`src/rtl/ps2_key_decoder.sv`:
```
// ps2_key_decoder: receive-only PS/2 keyboard front end.
// Synchronizes the raw PS/2 lines, deserializes device-to-host frames, resolves the
// E0 (extended) and F0 (break) prefixes and keeps held-key levels for the game controls.
// Optional feature: define PS2_PARITY_CHECK_EN to require odd parity in the STOP state.
module ps2_key_decoder #(
    parameter int unsigned TIMEOUT_CYCLES = 50000
) (
    input  logic       CLOCK_50,
    input  logic       reset,
    input  logic       ps2_clk,
    input  logic       ps2_dat,
    output logic [7:0] scan_code,
    output logic       scan_ext,
    output logic       scan_break,
    output logic       scan_valid,
    output logic       frame_err,
    output logic       key_up,
    output logic       key_down,
    output logic       key_left,
    output logic       key_right,
    output logic       key_fire
);

    localparam int unsigned TmoW = $clog2(TIMEOUT_CYCLES + 1);
    localparam logic [TmoW-1:0] TmoLast = TmoW'(TIMEOUT_CYCLES - 1);

    localparam logic [1:0] StIdle   = 2'd0;
    localparam logic [1:0] StData   = 2'd1;
    localparam logic [1:0] StParity = 2'd2;
    localparam logic [1:0] StStop   = 2'd3;

    localparam logic [7:0] CodeExt = 8'hE0;
    localparam logic [7:0] CodeBrk = 8'hF0;

    // Key level vector bit positions.
    localparam int unsigned KUp    = 4;
    localparam int unsigned KDown  = 3;
    localparam int unsigned KLeft  = 2;
    localparam int unsigned KRight = 1;
    localparam int unsigned KFire  = 0;

    // Synchronizer flops; idle-high so reset release never looks like a falling edge.
    logic c1_q, c1_d, c2_q, c2_d, c3_q, c3_d;
    logic d1_q, d1_d, d2_q, d2_d;
    logic fall;

    // Receiver state.
    logic [1:0]      state_q, state_d;
    logic [2:0]      bit_cnt_q, bit_cnt_d;
    logic [7:0]      shift_q, shift_d;
    logic [TmoW-1:0] tmo_q, tmo_d;
    logic            ext_q, ext_d;
    logic            brk_q, brk_d;
`ifdef PS2_PARITY_CHECK_EN
    logic            par_q, par_d;
`endif

    // Registered outputs.
    logic [7:0] scan_code_q, scan_code_d;
    logic       scan_ext_q, scan_ext_d;
    logic       scan_break_q, scan_break_d;
    logic       scan_valid_q, scan_valid_d;
    logic       frame_err_q, frame_err_d;
    logic [4:0] keys_q, keys_d;

    logic       tmo_hit;
    logic       byte_ok;
    logic       parity_ok;
    logic [4:0] key_hit;

    // Synchronizer next state: two flops per line plus a delayed clock copy for edge detect.
    always_comb begin
        c1_d = ps2_clk;
        c2_d = c1_q;
        c3_d = c2_q;
        d1_d = ps2_dat;
        d2_d = d1_q;
    end

    assign fall    = c3_q & ~c2_q;
    assign tmo_hit = (state_q != StIdle) && (tmo_q == TmoLast);

    // Stop-bit acceptance condition; without the macro the parity bit is ignored.
    always_comb begin
`ifdef PS2_PARITY_CHECK_EN
        parity_ok = ^{shift_q, par_q};
`else
        parity_ok = 1'b1;
`endif
    end

    // Map the completed byte (with the pending extended flag) onto a key level bit.
    always_comb begin
        key_hit = 5'b0;
        if (ext_q) begin
            case (shift_q)
                8'h75:   key_hit[KUp]    = 1'b1;
                8'h72:   key_hit[KDown]  = 1'b1;
                8'h6B:   key_hit[KLeft]  = 1'b1;
                8'h74:   key_hit[KRight] = 1'b1;
                default: key_hit = 5'b0;
            endcase
        end else begin
            case (shift_q)
                8'h1D:   key_hit[KUp]    = 1'b1;
                8'h1B:   key_hit[KDown]  = 1'b1;
                8'h1C:   key_hit[KLeft]  = 1'b1;
                8'h23:   key_hit[KRight] = 1'b1;
                8'h29:   key_hit[KFire]  = 1'b1;
                default: key_hit = 5'b0;
            endcase
        end
    end

    // Frame FSM, timeout watchdog, prefix tracking and output/key-level next state.
    always_comb begin
        state_d      = state_q;
        bit_cnt_d    = bit_cnt_q;
        shift_d      = shift_q;
        ext_d        = ext_q;
        brk_d        = brk_q;
`ifdef PS2_PARITY_CHECK_EN
        par_d        = par_q;
`endif
        scan_code_d  = scan_code_q;
        scan_ext_d   = scan_ext_q;
        scan_break_d = scan_break_q;
        scan_valid_d = 1'b0;
        frame_err_d  = 1'b0;
        keys_d       = keys_q;
        byte_ok      = 1'b0;

        // Watchdog only runs inside a frame and restarts on every clock edge.
        if (state_q == StIdle || fall) begin
            tmo_d = '0;
        end else begin
            tmo_d = tmo_q + TmoW'(1);
        end

        if (tmo_hit) begin
            // Timeout beats a coincident edge: the edge is dropped.
            state_d     = StIdle;
            frame_err_d = 1'b1;
            ext_d       = 1'b0;
            brk_d       = 1'b0;
            tmo_d       = '0;
        end else if (fall) begin
            unique case (state_q)
                StIdle: begin
                    if (!d2_q) begin
                        state_d   = StData;
                        bit_cnt_d = 3'd0;
                    end
                end
                StData: begin
                    shift_d[bit_cnt_q] = d2_q;
                    if (bit_cnt_q == 3'd7) begin
                        state_d = StParity;
                    end else begin
                        bit_cnt_d = bit_cnt_q + 3'd1;
                    end
                end
                StParity: begin
`ifdef PS2_PARITY_CHECK_EN
                    par_d = d2_q;
`endif
                    state_d = StStop;
                end
                StStop: begin
                    state_d = StIdle;
                    if (d2_q && parity_ok) begin
                        byte_ok = 1'b1;
                    end else begin
                        frame_err_d = 1'b1;
                    end
                end
                default: state_d = StIdle;
            endcase
        end

        if (byte_ok) begin
            if (shift_q == CodeExt) begin
                ext_d = 1'b1;
            end else if (shift_q == CodeBrk) begin
                brk_d = 1'b1;
            end else begin
                scan_code_d  = shift_q;
                scan_ext_d   = ext_q;
                scan_break_d = brk_q;
                scan_valid_d = 1'b1;
                ext_d        = 1'b0;
                brk_d        = 1'b0;
                if (brk_q) begin
                    keys_d = keys_q & ~key_hit;
                end else begin
                    keys_d = keys_q | key_hit;
                end
            end
        end
    end

    // State registers with synchronous active-high reset.
    always_ff @(posedge CLOCK_50) begin
        if (reset) begin
            c1_q         <= 1'b1;
            c2_q         <= 1'b1;
            c3_q         <= 1'b1;
            d1_q         <= 1'b1;
            d2_q         <= 1'b1;
            state_q      <= StIdle;
            bit_cnt_q    <= 3'd0;
            shift_q      <= 8'h00;
            tmo_q        <= '0;
            ext_q        <= 1'b0;
            brk_q        <= 1'b0;
`ifdef PS2_PARITY_CHECK_EN
            par_q        <= 1'b0;
`endif
            scan_code_q  <= 8'h00;
            scan_ext_q   <= 1'b0;
            scan_break_q <= 1'b0;
            scan_valid_q <= 1'b0;
            frame_err_q  <= 1'b0;
            keys_q       <= 5'b0;
        end else begin
            c1_q         <= c1_d;
            c2_q         <= c2_d;
            c3_q         <= c3_d;
            d1_q         <= d1_d;
            d2_q         <= d2_d;
            state_q      <= state_d;
            bit_cnt_q    <= bit_cnt_d;
            shift_q      <= shift_d;
            tmo_q        <= tmo_d;
            ext_q        <= ext_d;
            brk_q        <= brk_d;
`ifdef PS2_PARITY_CHECK_EN
            par_q        <= par_d;
`endif
            scan_code_q  <= scan_code_d;
            scan_ext_q   <= scan_ext_d;
            scan_break_q <= scan_break_d;
            scan_valid_q <= scan_valid_d;
            frame_err_q  <= frame_err_d;
            keys_q       <= keys_d;
        end
    end

    assign scan_code  = scan_code_q;
    assign scan_ext   = scan_ext_q;
    assign scan_break = scan_break_q;
    assign scan_valid = scan_valid_q;
    assign frame_err  = frame_err_q;
    assign key_up     = keys_q[KUp];
    assign key_down   = keys_q[KDown];
    assign key_left   = keys_q[KLeft];
    assign key_right  = keys_q[KRight];
    assign key_fire   = keys_q[KFire];

endmodule

```
`config.mk`:
```
export PLATFORM = sky130hd
export DESIGN_NAME = ps2_key_decoder
export DESIGN_NICKNAME = d
export VERILOG_FILES = /design/src/rtl/ps2_key_decoder.sv
export SDC_FILE = /design/constraint.sdc
export NUM_CORES = 1
export LEC_CHECK = 0
export ABC_AREA = 1
export CAP_MARGIN = 15
export CORE_MARGIN = 2
export CORE_UTILIZATION = 50
export CTS_BUF_LIST = sky130_fd_sc_hd__clkbuf_16
export DETAILED_ROUTE_END_ITERATION = 10
export DONT_BUFFER_PORTS = 1
export HOLD_SLACK_MARGIN = 0.03
export PLACE_DENSITY = 0.73
export SETUP_SLACK_MARGIN = 0.4
export SLEW_MARGIN = 20
export SYNTH_ARGS = -nofsm -noshare
export SYNTH_HDL_FRONTEND = slang
export SYNTH_SLANG_ARGS = --single-unit
```
`constraint.sdc`:
```
create_clock -name CLOCK_50 -period 3.2 [get_ports CLOCK_50]
set_input_delay 0.16 -clock CLOCK_50 [delete_from_list [all_inputs] [get_ports CLOCK_50]]
set_output_delay 0.16 -clock CLOCK_50 [all_outputs]
set_load 0.01 [all_outputs]
```
==> results summary, run 1 <==
The run finished with clean final reports. The worst setup path is of the flop to flop kind. The H-tree generated during clock tree synthesis spans 2 levels. The violation count after the first detailed-route iteration came out at roughly 100. The floorplan step defined a die boundary enclosing roughly 6000 um2. Power spread over the standard cell area amounts to roughly 470 nW/um2. For this run, asynchronously set or reset flops after synthesis account for 0. The highest net fanout along the worst path came out at 11.

For this configuration, the core starts out at a cell density of 0.522. The count of nets after finishing came out at around 410. The number of placement rows came out at 26. The detailed router placed approximately 2300 vias in this run. At the pin with the least slew margin, the transition time is about 0.8 ns. STA classifies the critical path endpoint as a flop.

By area the synthesized netlist is led by sky130_fd_sc_hd__dfxtp_1 40%, sky130_fd_sc_hd__nand2_1 16%, sky130_fd_sc_hd__nor2_1 8.1%. The first-pass GRT wire length came out at around 9400 um. Timing analysis after detailed placement gives a worst setup slack of roughly 1.3 ns. The clock skew is 0.00979 ns. The clock-pin transition on the worst setup and hold timing paths came out at 0.07 ns. The net count after synthesis is slightly above 400.

The library cell used as clock root buffer is sky130_fd_sc_hd__clkbuf_16. STA puts the critical path data arrival time at 2.16 ns. The average cell area after synthesis is between 6 and 7 um2. The total routed wirelength is 5370 um. In this run, post-CTS repair resized a total of 0 instances.

In this run the tightest slew margin relative to its limit is 0.472. The global placer's final weighted congestion came out at ~0.83. The fill cell instance count of the final layout is just over 500. In this run, synthesis produced a sequential element count of 53.

The number of distinct library cells after synthesis came out at 34. Of the cells placed in the final design, the portion with a size suffix greater than 1 is 0.107. The number of top-level pins came out at 21. The sequential area share after synthesis came out at 0.395. The most frequently used flop master after synthesis is sky130_fd_sc_hd__dfxtp_1. Entering global routing, the biggest net connects 28 pins.

The final period demand of the worst path came out at 1.92 ns. The number of antenna diodes came out at 0. The aggregate global routing overflow came out at 0. The worst min-delay path class is flop to flop. Once layout is complete, the utilization of the core stands at 0.575. Dividing the detail-routed via count by the number of cells gives just under 5. The final HPWL from detailed placement came out at 3920 um. STA classifies the critical path startpoint as a flop. The number of hold violations in the final report came out at 0. The count of final max-slew check failures came out at 0. The portion of synthesized cell area occupied by the leading cell type is 0.395. The static leakage is roughly 1.2 nW. The instance count of the mapped netlist is 397. The post-layout total power came out at 0.00138 W.

The global router's overall resource usage came out at 0.195. The number of buffers inserted during clock tree synthesis is 5. Summing every instance area after synthesis gives between 2000 and 3000 um2. The setup-violating endpoint count in the final report is 0.

The clock tree from TritonCTS is built. The data required time at the worst endpoint came out at between 3 and 4 ns. The worst ir drop on vdd came out at around 0.00025 V. The length of the first detailed-routing pass in iterations is 6. The later pin in the worst-skew pair is clocked with a latency of about 0.29 ns.

The summed area of non-filler cells in the final layout came out at ~3000 um2. The clock tree buffer depth came out at 2. In the final routed layout, each cell accounts on average for between 10 and 15 um. The number of global-route vias before repair is 2190. The placed cell area is about 2700 um2. The layout overhead on the synthesized area is 10.0%. The share of the clock period used by the worst path after layout is 0.599. Port buffering added 0 buffers. The die extent in y came out at around 77 um.

The overall die width is between 70 and 80 um. The number of maximum-capacitance violations came out at 0. The setup TNS is 0 ns.

The core box area came out at about 5000 um2. Clock tree synthesis found a total of between 50 and 60 sinks. The largest total area in the synthesized netlist belongs to sky130_fd_sc_hd__dfxtp_1.

The remaining design rule violation count is 0. The fmax came out at about 520 MHz. The number of enable flip-flop cells after synthesis came out at 0.

The number of nets with antenna violations after detailed routing came out at 0. The setup slack of the critical path after layout came out at between 1 and 1.5 ns. Setup repair after global routing left no endpoint under its margin. The number of antenna violations at the first check in global routing came to 0.

For this run, the number of Yosys warnings is 0.
==> logic make-up after synthesis <==
group,Yosys count,share of synthesized area
simple gates,250,0.416
buf+inv,57,0.0857
flops,53,0.395
compound gates,23,0.0475
xor+xnor,7,0.0228
fa+ha+maj,7,0.0326
==> critical path: stages, from the launching register on <==
cell and delay, ns:
sky130_fd_sc_hd__dfxtp_1 0.34, sky130_fd_sc_hd__inv_1 0.09, sky130_fd_sc_hd__ha_1 0.23, sky130_fd_sc_hd__inv_2 0.06
sky130_fd_sc_hd__nand3_1 0.08, sky130_fd_sc_hd__nor2_2 0.06, sky130_fd_sc_hd__nand3_4 0.12, sky130_fd_sc_hd__nand2_2 0.11
sky130_fd_sc_hd__nor2_1 0.55, sky130_fd_sc_hd__nand2_1 0.14, sky130_fd_sc_hd__nand2_1 0.09
==> where the power goes <==
group / internal (W) / switching [W] / total, W
Sequential: 0.000662 / 0.00000158 / 0.000664
Combinational: 0.00000835 / 0.0000175 / 0.0000258
Clock: 0.000447 / 0.000241 / 0.000688
==> per-stage QoR <==
step	hold slack (ns)	instances
after global routing	0.415	472
after floorplan	0.229	397
after CTS	0.408	472
after global placement	0.231	461
after detailed placement	0.233	461
final	0.407	472
==> registers in the layout, indices dropped and copies added (netlist names), named ones only <==
name / flops
scan_ext: 1
c1_q: 1
ext_q: 1
state_q: 2
frame_err: 1
tmo_q: 16
c2_q: 1
scan_break: 1
bit_cnt_q: 3
c3_q: 1
shift_q: 8
d1_q: 1
scan_code: 8
brk_q: 1
scan_valid: 1
d2_q: 1
==> placed cells by master (no fill, tap or decap), types with 3 or more instances in the layout <==
| cell type | instances |
|---|---|
| sky130_fd_sc_hd__nand2_1 | 117 |
| sky130_fd_sc_hd__nor2_1 | 58 |
| sky130_fd_sc_hd__dfxtp_1 | 53 |
| sky130_fd_sc_hd__inv_1 | 38 |
| sky130_fd_sc_hd__nand3_1 | 37 |
| sky130_fd_sc_hd__a21oi_1 | 14 |
| sky130_fd_sc_hd__nor2_2 | 10 |
| sky130_fd_sc_hd__inv_2 | 9 |
| sky130_fd_sc_hd__ha_1 | 7 |
| sky130_fd_sc_hd__xor2_1 | 5 |
| sky130_fd_sc_hd__or2_2 | 5 |
| sky130_fd_sc_hd__clkbuf_16 | 5 |
| sky130_fd_sc_hd__clkinv_1 | 4 |
| sky130_fd_sc_hd__nand4_1 | 4 |
| sky130_fd_sc_hd__nor3_1 | 4 |
| sky130_fd_sc_hd__nand2_2 | 3 |
| sky130_fd_sc_hd__nor2_4 | 3 |
| sky130_fd_sc_hd__o21ai_0 | 3 |
| sky130_fd_sc_hd__dlygate4sd3_1 | 3 |
==> area by class of cell <==
class / count / area [um2] / share of cell area
inverters: 51 / 191 / 0.0648
well taps: 70 / 87.6 / 0.0296
clock inverters: 3 / 65.1 / 0.0220
clock buffers: 5 / 125 / 0.0424
multi-input cells: 287 / 1390 / 0.472
repair buffers: 3 / 30.0 / 0.0102
flip-flops and latches: 53 / 1060 / 0.359
==> cell usage after synthesis (2+ instances only) <==
master,n
sky130_fd_sc_hd__nand2_1,117
sky130_fd_sc_hd__nor2_1,58
sky130_fd_sc_hd__dfxtp_1,53
sky130_fd_sc_hd__inv_1,38
sky130_fd_sc_hd__nand3_1,37
sky130_fd_sc_hd__a21oi_1,14
sky130_fd_sc_hd__nor2_2,10
sky130_fd_sc_hd__inv_2,9
sky130_fd_sc_hd__ha_1,7
sky130_fd_sc_hd__or2_2,5
sky130_fd_sc_hd__xor2_1,5
sky130_fd_sc_hd__buf_2,4
sky130_fd_sc_hd__clkinv_1,4
sky130_fd_sc_hd__nand4_1,4
sky130_fd_sc_hd__nor3_1,4
sky130_fd_sc_hd__nand2_2,3
sky130_fd_sc_hd__nor2_4,3
sky130_fd_sc_hd__o21ai_0,3
sky130_fd_sc_hd__a211oi_1,2
sky130_fd_sc_hd__or2_1,2
sky130_fd_sc_hd__xnor2_1,2
==> metal layers <==
layer	up-vias	share of wire	wire length (um)	GRT usage
li1	1249	-	-	-
met3	9	0.046	246	0.0494
met4	0	0.017	93	0.0750
met2	47	0.45	2400	0.313
met1	1022	0.49	2640	0.251
met5	-	0	0	0
==> final timing paths <==
path	start	endpoint	slack, ns	cells past startpoint
worst max-delay path	state_q[0]	scan_ext	1.28	10
worst min-delay path	c1_q	c2_q	0.41	1
worst max register to register	state_q[0]	scan_ext	1.28	10
worst min register to register	c1_q	c2_q	0.41	1
==> repair_timing <==
item | 4_1_cts | 5_1_grt
hold buffers | 3 | 0
setup buffers | 0 | 0
endpoints found under the hold margin | 7 | 0
(Power assumes the default switching activity.)
==> inputs of run 2 (changes only) <==
clock period = 1.9 ns   (was 3.2 ns; I/O delays follow)
==> results summary, run 2 (same netlist as run 1, synthesis figures left out) <==
The flow ran to the end, and the final reports show no timing, DRC or antenna violations. After the first detailed-routing iteration, the DRC count stood at 137. The global router's overall resource usage came out at 0.213. The portion of total power attributed to combinational logic is 0.029. The remaining design rule violation count came out at 0. Ranked by flip-flop count, first place goes to tmo_q. The vias after detailed routing is between 2000 and 3000. For this run, global-route usage on met1 was measured as 0.271. The H-tree generated during clock tree synthesis spans 2 levels. The number of hold violations in the final report came to 0.

The global placer's final weighted congestion is 0.943. The summed area of non-filler cells in the final layout came out at roughly 3600 um2. The number of nets with antenna violations after detailed routing is 0. The busiest metal layer after global routing is met2. The first-pass GRT wire length came out at 10400 um. The area of the multi-input gates came out at 1710 um2.

The pin slew with the least headroom to its limit is approximately 0.52 ns. The library cell used as clock root buffer is sky130_fd_sc_hd__clkbuf_16. The final period demand of the worst path came out at approximately 1.6 ns. Setup violations remaining at the end of the flow were counted as 0.

The floorplan die area came out at roughly 6000 um2. Summed over all layers, the routed wires come to about 7000 um. The clock latency on the worst-skew pair came out at 0.29 ns.

The overall die width is between 70 and 80 um. The data required time at the worst endpoint came out at approximately 2.1 ns. The number of buffers added on ports is 0.

The library cell used most frequently in the layout, excluding fill and tap cells, is sky130_fd_sc_hd__nand2_1. The worst ir drop on vdd came out at about 0.00037 V. The library cells used most frequently in the layout, excluding fill and tap cells, are 102 x sky130_fd_sc_hd__nand2_1, 52 x sky130_fd_sc_hd__nor2_1, 42 x sky130_fd_sc_hd__dfxtp_1, 33 x sky130_fd_sc_hd__inv_1, 20 x sky130_fd_sc_hd__nand3_1. The clock tree buffer depth came out at 2. The critical path is of the flop to flop type. The worst setup slack after placement is approximately 0.099 ns. The setup slack of the critical path after layout is between 0.2 and 0.3 ns.

The category of the worst setup path launch point is a flop. The number of buffers inserted during clock tree synthesis came out at 5. The clock power share came out at 0.495. Detailed placement ended at an HPWL of approximately 4000 um. The clock arrives with between 0.004 and 0.005 ns of skew. The internal power of the cells is roughly 0.0019 W. The relative slew slack is 0.649.

In this run the worst path has a maximum fanout of 5. The clock-pin transition on the worst setup and hold timing paths came out at roughly 0.07 ns. The maximum number of pins on one net before global-route repair is 17. The fraction of power spent switching nets came out at 0.192. The aggregate global routing overflow came out at 0. The share of the clock period used by the worst path after layout came out at 0.849. The length of the first detailed-routing pass in iterations came out at 5. The area taken by flip-flops and latches came out at roughly 1100 um2. The number of clock sinks came out at 53. The die is 77.3 um tall. The number of antenna violations at the first check in global routing was 0. Static timing analysis puts the maximum clock frequency at about 620 MHz. The core box area is between 5000 and 6000 um2. The effective utilization at floorplan is 0.522. The count of nets after finishing came out at ~440. In the final timing run, aggregate negative setup slack is 0 ns. The tightest min-delay check is of the input port to flop type. The number of placed instances with taps included is between 400 and 500. The total power per unit cell area came out at between 600 and 700 nW/um2. The global routing met2 resource utilization is 0.360. The number of maximum-capacitance violations is 0. The fraction of met3 tracks used by global routing is 0.0447. The number of top-level pins came out at 21. The layout overhead on the synthesized area is 33.0%. The static leakage is between 1 and 1.5 nW. Dividing the detail-routed via count by the number of cells gives 5.21. The register with the most flip-flops in the layout has 16 of them. The fill cell instance count of the final layout is between 400 and 500. The switching component of the power came out at 0.000450 W. STA classifies the critical path endpoint as a flop. The register share of total power came out at 0.476.

TritonCTS built the clock tree. The fraction of final layout cells sized beyond drive strength 1 is 0.314. Summing all placed instances gives a cell area of roughly 2800 um2.

The number of antenna diodes in the final layout is 0. Setup repair after global routing could not meet its margin everywhere. The number of global-route vias before repair is 2359. In the final routed layout, each cell accounts on average for ~14 um. The floorplan has 26 rows. The arrival time at the worst endpoint is between 1.5 and 2 ns. The count of final max-slew check failures came out at 0. The number of standard cells in the final layout excluding fillers came out at a little over 500.
## run 2: cell types whose count changed in the layout (fill, tap and decap cells not counted), sizes merged
cell,delta
buf,+23
nor2,+2
clkinv,+1
inv,+1
dlygate4sd3,+4
## run 2: power groups by stage
stage               registers (W)  clock network, W  logic [W]
finish                    0.00111           0.00116  0.0000676
global route              0.00111           0.00122  0.0000737
CTS                       0.00112           0.00116  0.0000550
detailed placement        0.00114                 0  0.0000387
global placement          0.00114                 0  0.0000383
floorplan                 0.00114                 0  0.0000310
## run 2: worst paths after layout
path	startpoint	to	slack, ns	cells past startpoint
max	state_q[1]	scan_code[1]	0.29	9
min	reset	c3_q	0.21	2
min reg2reg	c2_q	c3_q	0.43	2
max reg2reg	state_q[1]	scan_code[1]	0.29	9
## run 2: per-stage QoR
step	power (W)	utilization	hold WS, ns
3_3_place_gp	0.00118	0.536	0.166
6_report	0.00234	0.695	0.215
5_1_grt	0.00240	0.695	0.235
4_1_cts	0.00234	0.625	-0.140
2_1_floorplan	0.00117	-	0.164
3_5_place_dp	0.00118	0.536	0.167
## run 2: cell type report
| type | instances | area share |
|---|---|---|
| Multi-Input combinational cell | 289 | 0.478 |
| Sequential cell | 53 | 0.303 |
| Timing Repair Buffer | 30 | 0.0767 |
| Inverter | 51 | 0.0599 |
| Clock buffer | 5 | 0.0350 |
| Tap cell | 70 | 0.0245 |
| Clock inverter | 3 | 0.0182 |
| Timing Repair inverter | 2 | 0.00420 |
## run 2: critical path, cell delays in order, from the launching register on
cell and delay, ns:
sky130_fd_sc_hd__dfxtp_4 0.37, sky130_fd_sc_hd__buf_6 0.10, sky130_fd_sc_hd__ha_4 0.14, sky130_fd_sc_hd__nand2_4 0.06
sky130_fd_sc_hd__nor2_4 0.16, sky130_fd_sc_hd__nand3_4 0.11, sky130_fd_sc_hd__nor2_4 0.27, sky130_fd_sc_hd__clkinv_4 0.15
sky130_fd_sc_hd__nand3_2 0.09, sky130_fd_sc_hd__nand2_1 0.05
## run 2: repair_timing
action	in CTS	in global routing
hold endpoints to repair	7	3
cloned	1	3
resized for setup	36	64
hold buffers	6	1
pin swaps	10	23
endpoints found under the setup margin	44	47
setup buffers	10	11
## run 2: routing by layer
layer	vias up	part of all wire	wire length (um)
met2	79	0.48	3330
met4	0	0.016	109
met5	-	0	0
li1	1311	-	-
met1	1216	0.45	3150
met3	13	0.049	338
